<file path="src/rtl/ex_mem_pkg.sv">
// ex_mem_pkg: shared definitions for the EX/MEM pipeline register.
//   - FSM state encoding (StIdle/StBusy/StFault)
//   - data and register-index widths
//   - packed pipeline payload type and its bubble constant
package ex_mem_pkg;

    localparam int unsigned DataW = 16;
    localparam int unsigned RegW  = 3;

    typedef enum logic [1:0] {
        StIdle  = 2'b00,
        StBusy  = 2'b01,
        StFault = 2'b10
    } ex_mem_state_e;

    typedef struct packed {
        logic             valid;
        logic             mem_read;
        logic             mem_write;
        logic             halt;
        logic             reg_write;
        logic             mem_to_reg;
        logic [DataW-1:0] alu_result;
        logic [DataW-1:0] read2_data;
        logic [RegW-1:0]  write_reg;
    } ex_mem_t;

    localparam ex_mem_t Bubble = '0;

endpackage

</file>
<file path="src/rtl/mem_watchdog.sv">
// mem_watchdog: saturating count of consecutive memory-stall cycles.
// Ports:
//   clk, rst   - clock, synchronous active-high reset
//   busy       - pipe FSM is waiting on the memory system
//   stall_mem  - memory stage still busy this cycle
//   timeout    - pulse: this cycle's stall brings the count to TIMEOUT
module mem_watchdog #(
    parameter int unsigned TIMEOUT = 63
) (
    input  logic clk,
    input  logic rst,
    input  logic busy,
    input  logic stall_mem,
    output logic timeout
);

    localparam int unsigned CntW = $clog2(TIMEOUT + 1);
    localparam logic [CntW-1:0] CntMax = CntW'(TIMEOUT);

    logic [CntW-1:0] cnt_q, cnt_d;

    always_comb begin
        cnt_d = cnt_q;
        if (!busy) begin
            cnt_d = '0;
        end else if (stall_mem && (cnt_q != CntMax)) begin
            cnt_d = cnt_q + 1'b1;
        end
    end

    // Fires on the cycle whose stall makes the count reach TIMEOUT.
    assign timeout = busy & stall_mem & (cnt_d == CntMax);

    always_ff @(posedge clk) begin
        if (rst) begin
            cnt_q <= '0;
        end else begin
            cnt_q <= cnt_d;
        end
    end

endmodule

</file>
<file path="src/rtl/ex_mem_pipe.sv">
// ex_mem_pipe: EX/MEM pipeline register with memory-stall hold, halt latch
// and stuck-access watchdog.
// Ports:
//   clk, rst                 - clock, synchronous active-high reset
//   ex_*                     - execute-stage instruction fields
//   flush                    - turn the incoming instruction into a bubble
//   stall_mem                - memory stage busy
//   mem_*                    - registered fields presented to memory stage
//   stall_up                 - freeze ID/EX and earlier stages
//   err                      - sticky fault flag
// Optional: define EX_MEM_ALIGN_CHECK_EN to fault on odd-address accesses.
module ex_mem_pipe
    import ex_mem_pkg::*;
#(
    parameter int unsigned TIMEOUT = 63
) (
    input  logic             clk,
    input  logic             rst,
    input  logic             ex_valid,
    input  logic [DataW-1:0] ex_alu_result,
    input  logic [DataW-1:0] ex_read2_data,
    input  logic             ex_mem_read,
    input  logic             ex_mem_write,
    input  logic             ex_halt,
    input  logic             ex_reg_write,
    input  logic             ex_mem_to_reg,
    input  logic [RegW-1:0]  ex_write_reg,
    input  logic             flush,
    input  logic             stall_mem,
    output logic             mem_valid,
    output logic             mem_read,
    output logic             mem_write,
    output logic             mem_halt,
    output logic             mem_reg_write,
    output logic             mem_mem_to_reg,
    output logic [DataW-1:0] mem_alu_result,
    output logic [DataW-1:0] mem_read2_data,
    output logic [RegW-1:0]  mem_write_reg,
    output logic             stall_up,
    output logic             err
);

    ex_mem_state_e state_q, state_d;
    ex_mem_t       pipe_q, pipe_d;
    logic          halted_q, halted_d;
    logic          load, take, misaligned, timeout;

    assign stall_up = stall_mem | halted_q | (state_q == StFault);
    assign load     = ~stall_up;
    assign take     = load & ex_valid & ~flush;

`ifdef EX_MEM_ALIGN_CHECK_EN
    assign misaligned = take & (ex_mem_read | ex_mem_write) & ex_alu_result[0];
`else
    assign misaligned = 1'b0;
`endif

    always_comb begin
        pipe_d = pipe_q;
        if (load) begin
            pipe_d = Bubble;
        end
        if (take) begin
            pipe_d.valid      = 1'b1;
            pipe_d.mem_read   = ex_mem_read;
            pipe_d.mem_write  = ex_mem_write;
            pipe_d.halt       = ex_halt;
            pipe_d.reg_write  = ex_reg_write;
            pipe_d.mem_to_reg = ex_mem_to_reg;
            pipe_d.alu_result = ex_alu_result;
            pipe_d.read2_data = ex_read2_data;
            pipe_d.write_reg  = ex_write_reg;
        end
        // A misaligned access is passed down but never performed.
        if (misaligned) begin
            pipe_d.mem_read  = 1'b0;
            pipe_d.mem_write = 1'b0;
            pipe_d.reg_write = 1'b0;
        end
    end

    assign halted_d = halted_q | (take & ex_halt);

    always_comb begin
        state_d = state_q;
        unique case (state_q)
            StIdle: begin
                if (stall_mem) begin
                    state_d = StBusy;
                end else if (misaligned) begin
                    state_d = StFault;
                end
            end
            StBusy: begin
                if (stall_mem) begin
                    if (timeout) begin
                        state_d = StFault;
                    end
                end else if (misaligned) begin
                    state_d = StFault;
                end else begin
                    state_d = StIdle;
                end
            end
            StFault: state_d = StFault;
            default: state_d = StIdle;
        endcase
    end

    always_ff @(posedge clk) begin
        if (rst) begin
            state_q  <= StIdle;
            pipe_q   <= Bubble;
            halted_q <= 1'b0;
        end else begin
            state_q  <= state_d;
            pipe_q   <= pipe_d;
            halted_q <= halted_d;
        end
    end

    mem_watchdog #(
        .TIMEOUT (TIMEOUT)
    ) u_mem_watchdog (
        .clk       (clk),
        .rst       (rst),
        .busy      (state_q == StBusy),
        .stall_mem (stall_mem),
        .timeout   (timeout)
    );

    assign err            = (state_q == StFault);
    assign mem_valid      = pipe_q.valid;
    assign mem_read       = pipe_q.mem_read;
    assign mem_write      = pipe_q.mem_write;
    assign mem_halt       = pipe_q.halt;
    assign mem_reg_write  = pipe_q.reg_write;
    assign mem_mem_to_reg = pipe_q.mem_to_reg;
    assign mem_alu_result = pipe_q.alu_result;
    assign mem_read2_data = pipe_q.read2_data;
    assign mem_write_reg  = pipe_q.write_reg;

endmodule

</file>
<file path="config.mk">
export PLATFORM = sky130hd
export DESIGN_NAME = ex_mem_pipe
export DESIGN_NICKNAME = d
export VERILOG_FILES = /design/src/rtl/ex_mem_pkg.sv /design/src/rtl/mem_watchdog.sv /design/src/rtl/ex_mem_pipe.sv
export SDC_FILE = /design/constraint.sdc
export NUM_CORES = 1
export LEC_CHECK = 0
export ABC_AREA = 1
export ABC_CLOCK_PERIOD_IN_PS = 2100
export BUFFER_PORTS_ARGS = -buffer_cell sky130_fd_sc_hd__buf_2
export CAP_MARGIN = 20
export CORE_MARGIN = 2
export CORE_UTILIZATION = 46
export CTS_CLUSTER_SIZE = 25
export DETAILED_ROUTE_END_ITERATION = 16
export GPL_TIMING_DRIVEN = 0
export PLACE_DENSITY_LB_ADDON = 0.12
export REMOVE_ABC_BUFFERS = 1
export SYNTH_ARGS = -nofsm -noshare
export SYNTH_HDL_FRONTEND = slang
export SYNTH_SLANG_ARGS = --single-unit
</file>
<file path="constraint.sdc">
create_clock -name clk -period 2.1 [get_ports clk]
set_clock_uncertainty 0.1 [all_clocks]
set_input_delay 0.21 -clock clk [delete_from_list [all_inputs] [get_ports clk]]
set_output_delay 0.21 -clock clk [all_outputs]
set_load 0.05 [all_outputs]
</file>
Word level (Yosys, flattened, before mapping)
Index checks and enable logic that the tools add are counted.
{"block": "classes", "addsub": 1, "eq_ne": 7, "muxes": 8, "bitwise_logic": 10, "n_reduce_logical": 3}
{"operator": "2-to-1 mux 41 bit", "count": 2}
{"operator": "2-to-1 mux 6 bit", "count": 2}
{"operator": "adder 6 x 1 -> 6 bit (second input constant)", "count": 1}
{"operator": "== test 6 bit (second input constant)", "count": 1}
{"operator": "2-to-1 mux 2 bit", "count": 3}
{"operator": "!= test 6 bit (second input constant)", "count": 1}
{"operator": "case mux 2 bit (3 select lines)", "count": 1}
{"operator": "bitwise AND 1 bit", "count": 5}
{"operator": "!= test 3 bit (second input constant)", "count": 1}
{"operator": "bitwise OR 1 bit", "count": 3}
{"operator": "== test 2 x 1 -> 1 bit (second input constant)", "count": 1}
{"operator": "== test 2 bit (second input constant)", "count": 1}
{"operator": "zero test 2 bit", "count": 1}
{"operator": "!= test 2 x 1 -> 1 bit (second input constant)", "count": 1}
{"operator": "!= test 2 bit (second input constant)", "count": 1}
{"operator": "inverter 1 bit", "count": 2}
{"operator": "AND reduction 2 bit", "count": 1}
{"operator": "logical AND 1 bit", "count": 1}
{"block": "totals", "regBits": 50, "in_bits": 45, "output_inout_bits": 43, "word_cells": 41}

Depth between registers and ports, before layout
{"block": "depth", "depth_word": 9, "ltp_mapped": 11, "ltp_nobuf": 11}

By module
Synthesis repeated with hierarchy kept, for this count alone.
{"block": "unflattened", "hier_cells": 265, "hier_area_um2": 2193.4}
{"mod": "ex_mem_pipe", "instances": 1, "cells_each": 206, "area_each_um2": 1795.5, "seq_area_each_um2": 880.8}
{"mod": "mem_watchdog", "instances": 1, "cells_each": 59, "area_each_um2": 397.9, "seq_area_each_um2": 120.1}

Worst setup path after synthesis
No wires, ideal clock.
{"block": "synth_timing", "kind": "register -> register", "startpoint": "register state_q[1]", "endpoint": "register pipe_q (netlist bit mem_read2_data[0])", "setup_ns": 0.070, "arrival_ns": 1.852, "required_time_ns": 1.930, "setup_slack_ns": 0.078, "stages_incl_launch_ff": 8, "n_path_buf": 1, "period_less_slack_ns": 2.022, "cell_sequence": "dfxtp_1 inv_1 nor2_1 nor3_2 inv_2 buf_2 nand2_1 a21oi_1"}
{"block": "synth_between", "elab_chain_cells": 6, "word_cells_on_any_way": 7, "classes_between": "2 x eq/ne; 1 x mux; 4 x bitwise"}
{"item": "from (decl)", "line_no": "ex_mem_pipe.sv:43", "rtl": "ex_mem_state_e state_q, state_d;"}
{"item": "from (signal assigned)", "line_no": "ex_mem_pipe.sv:112", "rtl": "state_q <= StIdle;"}
{"item": "from (signal assigned)", "line_no": "ex_mem_pipe.sv:116", "rtl": "state_q <= state_d;"}
{"item": "== test 2 bit (*)"}
{"item": "net err", "line_no": "ex_mem_pipe.sv:40", "rtl": "output logic err"}
{"item": "bitwise OR 1 bit (*)", "line_no": "ex_mem_pipe.sv:48", "rtl": "assign stall_up = stall_mem | halted_q | (state_q == StFault);"}
{"item": "net stall_up", "line_no": "ex_mem_pipe.sv:39", "rtl": "output logic stall_up,"}
{"item": "inverter 1 bit", "line_no": "ex_mem_pipe.sv:49", "rtl": "assign load = ~stall_up;"}
{"item": "bitwise AND 1 bit (2 in a row)", "line_no": "ex_mem_pipe.sv:50", "rtl": "assign take = load & ex_valid & ~flush;"}
{"item": "!= test 2 x 1 -> 1 bit (no source line) or 2-to-1 mux 41 bit (tied branches)"}
{"item": "to (signal assigned)", "line_no": "ex_mem_pipe.sv:113", "rtl": "pipe_q <= Bubble;"}
{"item": "to (signal assigned)", "line_no": "ex_mem_pipe.sv:117", "rtl": "pipe_q <= pipe_d;"}
{"item": "to (decl)", "line_no": "ex_mem_pipe.sv:44", "rtl": "ex_mem_t pipe_q, pipe_d;"}
Mark *: on every way through the listed nets, which the timed path passes. The rest lies on a longest branch.
A chain may end at the register's enable or synchronous reset.

Worst setup path in the final report
{"block": "layout_timing", "startpoint": "register state_q[1]", "endpoint": "output port stall_up"}
{"block": "layout_between", "elab_chain_cells": 2}
{"item": "== test 2 bit", "line_no": "ex_mem_pipe.sv:48"}
{"item": "bitwise OR 1 bit", "line_no": "ex_mem_pipe.sv:48"}
{"item": "to (decl)", "line_no": "ex_mem_pipe.sv:39"}
No other way between the ends.

==> metrics.yaml <==
global_routing:
  grt_pass1_vias: 1728
  grt.overflow.total: 0
  antenna_found_initial: 0
  grt_usage_pct: 19.5
  grt_pass1_wl_mm: 7.56
  grt_max_degree: 51
worst_setup_path:
  rr_startpoint: "state_q[1]"
  path_class: "flop to output port"
  critPathTopFamily: "buffers and inverters"
  cp-start-kind: "flop"
  crit_slowest_cell: "dfxtp_1"
  critPathBufInv: 3
  slowest_delay_ps: 330
  crit_chain: "inv_1 -> nor2_1 -> nor3_2 -> inv_6 -> buf_2"
  end_kind: "output port"
  r2r-end: "mem_read2_data[15]"
  critPathMaxFanout: 44
  worstPathRequired_ps: 1790
  crit_arrival_ps: 1600
  worstRegToRegCells: 7
  rrSetupSlack_ps: 300
synthesis:
  synth_area_per_cell_um2: 7.58
  synth.most_common_cell: "nand2_1"
  synth_top_area_share_pct: 51.4
  synth.area.top_cells: "dfxtp_1 (51%), nand2_1 (19%), a21oi_1 (11%), inv_1 (2.9%), nand3_1 (2.6%)"
  synthTopCellsByCount: "nand2_1 (97), dfxtp_1 (50), a21oi_1 (43)"
  async_flop_share_pct: 0
  synth_ff_type: "dfxtp_1"
  synth_cells: 257
  synth_edf_count: 0
  ys_warn_count: 0
  synth.distinct_cells: 20
  ys_seq_elements: 50
  synthesis.area_um2: 1950
  yosysTopAreaCell: "dfxtp_1"
  ys_seq_area_share_pct: 51.4
power_and_ir_drop:
  power.density_nw_per_um2: 715
  power_leakage_nw: 1.14
  vdd_drop_max_v: 0.000389
  p_total_w: 0.00178
detailed_routing:
  wl_per_cell_um: 11.1
  wirelength_mm: 4.34
  first_pass_iters: 4
  antenna_left: 0
  vias: 1844
  route.detailed.vias_per_inst: 4.72
  drcViolationCount: 0
  dr.first_iter.drc_count: 92
timing:
  setup_viol: 0
  relSlewSlack_pct: 40.1
  period_share_pct: 91.1
  finalHoldViolCount: 0
  fmax_mhz: 523
  tns_ps: 0
  hold_ws_ps: 38.7
  tightest_slew_ps: 899
  worst_slack_ps: 187
  report.final.slew_viol_count: 0
  finalCriticalPeriod_ps: 1910
  rsz0062_at_grt: "no"
run_status:
  outcome: "finished, final reports clean"
floorplan:
  ioPinCount: 88
  design.core.area_um2: 4030
  die_y_um: 69.1
  die_area_um2: 4770
  dieWidth_um: 69.1
  fp-row-count: 23
  start_util_pct: 48.3
clock_tree:
  cts_tree: "built"
  cts_buffers: 5
  cts_max_level: 2
  postCtsHoldBufs: 0
  cts_buffer_depth: 2
  cts_root_buf: "clkbuf_8"
  clock_sinks: 50
  clock_latency_ps: 310
  clkSlewWorstSetupHoldPaths_ps: 90
layout:
  final_area_um2: 2490
  layout.nets: 386
  area_growth_pct: 28.1
  diodes: 0
  drive_gt1_share_pct: 29.9
job:
  cap_violations: 0
hold_path:
  worstHoldPathCells: 3
  min_from: "ex_read2_data[3]"
  holdPathEnd: "mem_read2_data[3]"
  hold_path_class: "input pin to flop"
place:
  io_buffers: 87
  pre_cts_slack_ps: -155
  placed_cell_area_um2: 2380
  dp_hpwl_mm: 2.88
  finalWeightedCongestion: 0.815
==> worst register-to-register path, stage by stage, from the launching register on <==
cell and delay (ps):
dfxtp_1 320, inv_1 60, nor2_1 70, nor3_2 230, inv_6 180, nor3_2 520
nand2_1 110, a21oi_1 140
==> final cells by class <==
class	instances	area, um2
flip-flops and latches	50	1000
repair buffers	89	470
inverters	17	68.8
well taps	50	62.6
clock buffers	6	72.6
clock inverters	2	13.8
multi-input cells	177	805
fillers	402	1540
==> metrics by stage <==
step,utilization [%],instances
floorplan,-,243
global placement,58.5,380
detailed placement,59.2,381
CTS,61.6,390
global route,61.9,391
finish,61.9,391
==> placed cells by master, fill, tap and decap left out, types with 2 or more instances in the layout <==
master / Yosys / layout
nand2_1: 97 / 97
buf_2: 4 / 87
dfxtp_1: 50 / 50
a21oi_1: 43 / 43
inv_1: 15 / 15
nor2_1: 11 / 11
nand3_1: 10 / 10
clkbuf_8: 0 / 5
nor3_1: 4 / 4
nor3_2: 1 / 2
nand4_1: 2 / 2
o21ai_0: 2 / 2
==> power breakdown <==
part,internal (W),total [W],switching (W)
registers,0.000973,0.000985,0.0000122
logic,0.0000762,0.000254,0.000178
clock network,0.000235,0.000544,0.000309
total,0.00128,0.00178,0.000499
==> worst max-delay path by stage <==
| stage | start | slack, ps | endpoint | cells past startpoint |
|---|---|---|---|---|
| 6_report | state_q[1] | 190 | stall_up | 5 |
| 5_1_grt | state_q[1] | 40 | stall_up | 5 |
| 3_3_place_gp | stall_mem | -570 | halted_q | 6 |
| 4_1_cts | state_q[1] | 70 | stall_up | 5 |
| 2_1_floorplan | state_q[1] | -310 | halted_q | 7 |
| 3_5_place_dp | stall_mem | -150 | mem_read2_data[0] | 7 |
==> per-layer routing <==
layer / vias up / track usage, % / share of wire [%]
met2: 58 / 31.2 / 44
met4: 0 / 8.50 / 1.6
met1: 797 / 22.3 / 44
met5: - / 0 / 0
li1: 982 / - / -
met3: 7 / 8.92 / 9.6
==> kinds of logic (layout without fill, tap and decap cells) <==
family | Yosys count | after routing | share of synthesized area [%]
AO/OA/AOI/OAI | 47 | 47 | 12.9
XOR/XNOR | 1 | 1 | 0.450
adder cells (fa/ha/maj) | 1 | 1 | 0.643
buffers and inverters | 31 | 114 | 7.78
flip-flops | 50 | 50 | 51.4
AND/OR/NAND/NOR | 127 | 128 | 26.8
==> what timing repair did <==
action                                  CTS  global route
hold endpoints to repair                  0             0
pin swaps                                 0             1
endpoints found under the setup margin   27            13
buffers inserted                          0             1
resized for setup                         1             1
gates cloned                              1             0
Note: power is estimated with default switching activity, not from simulation.
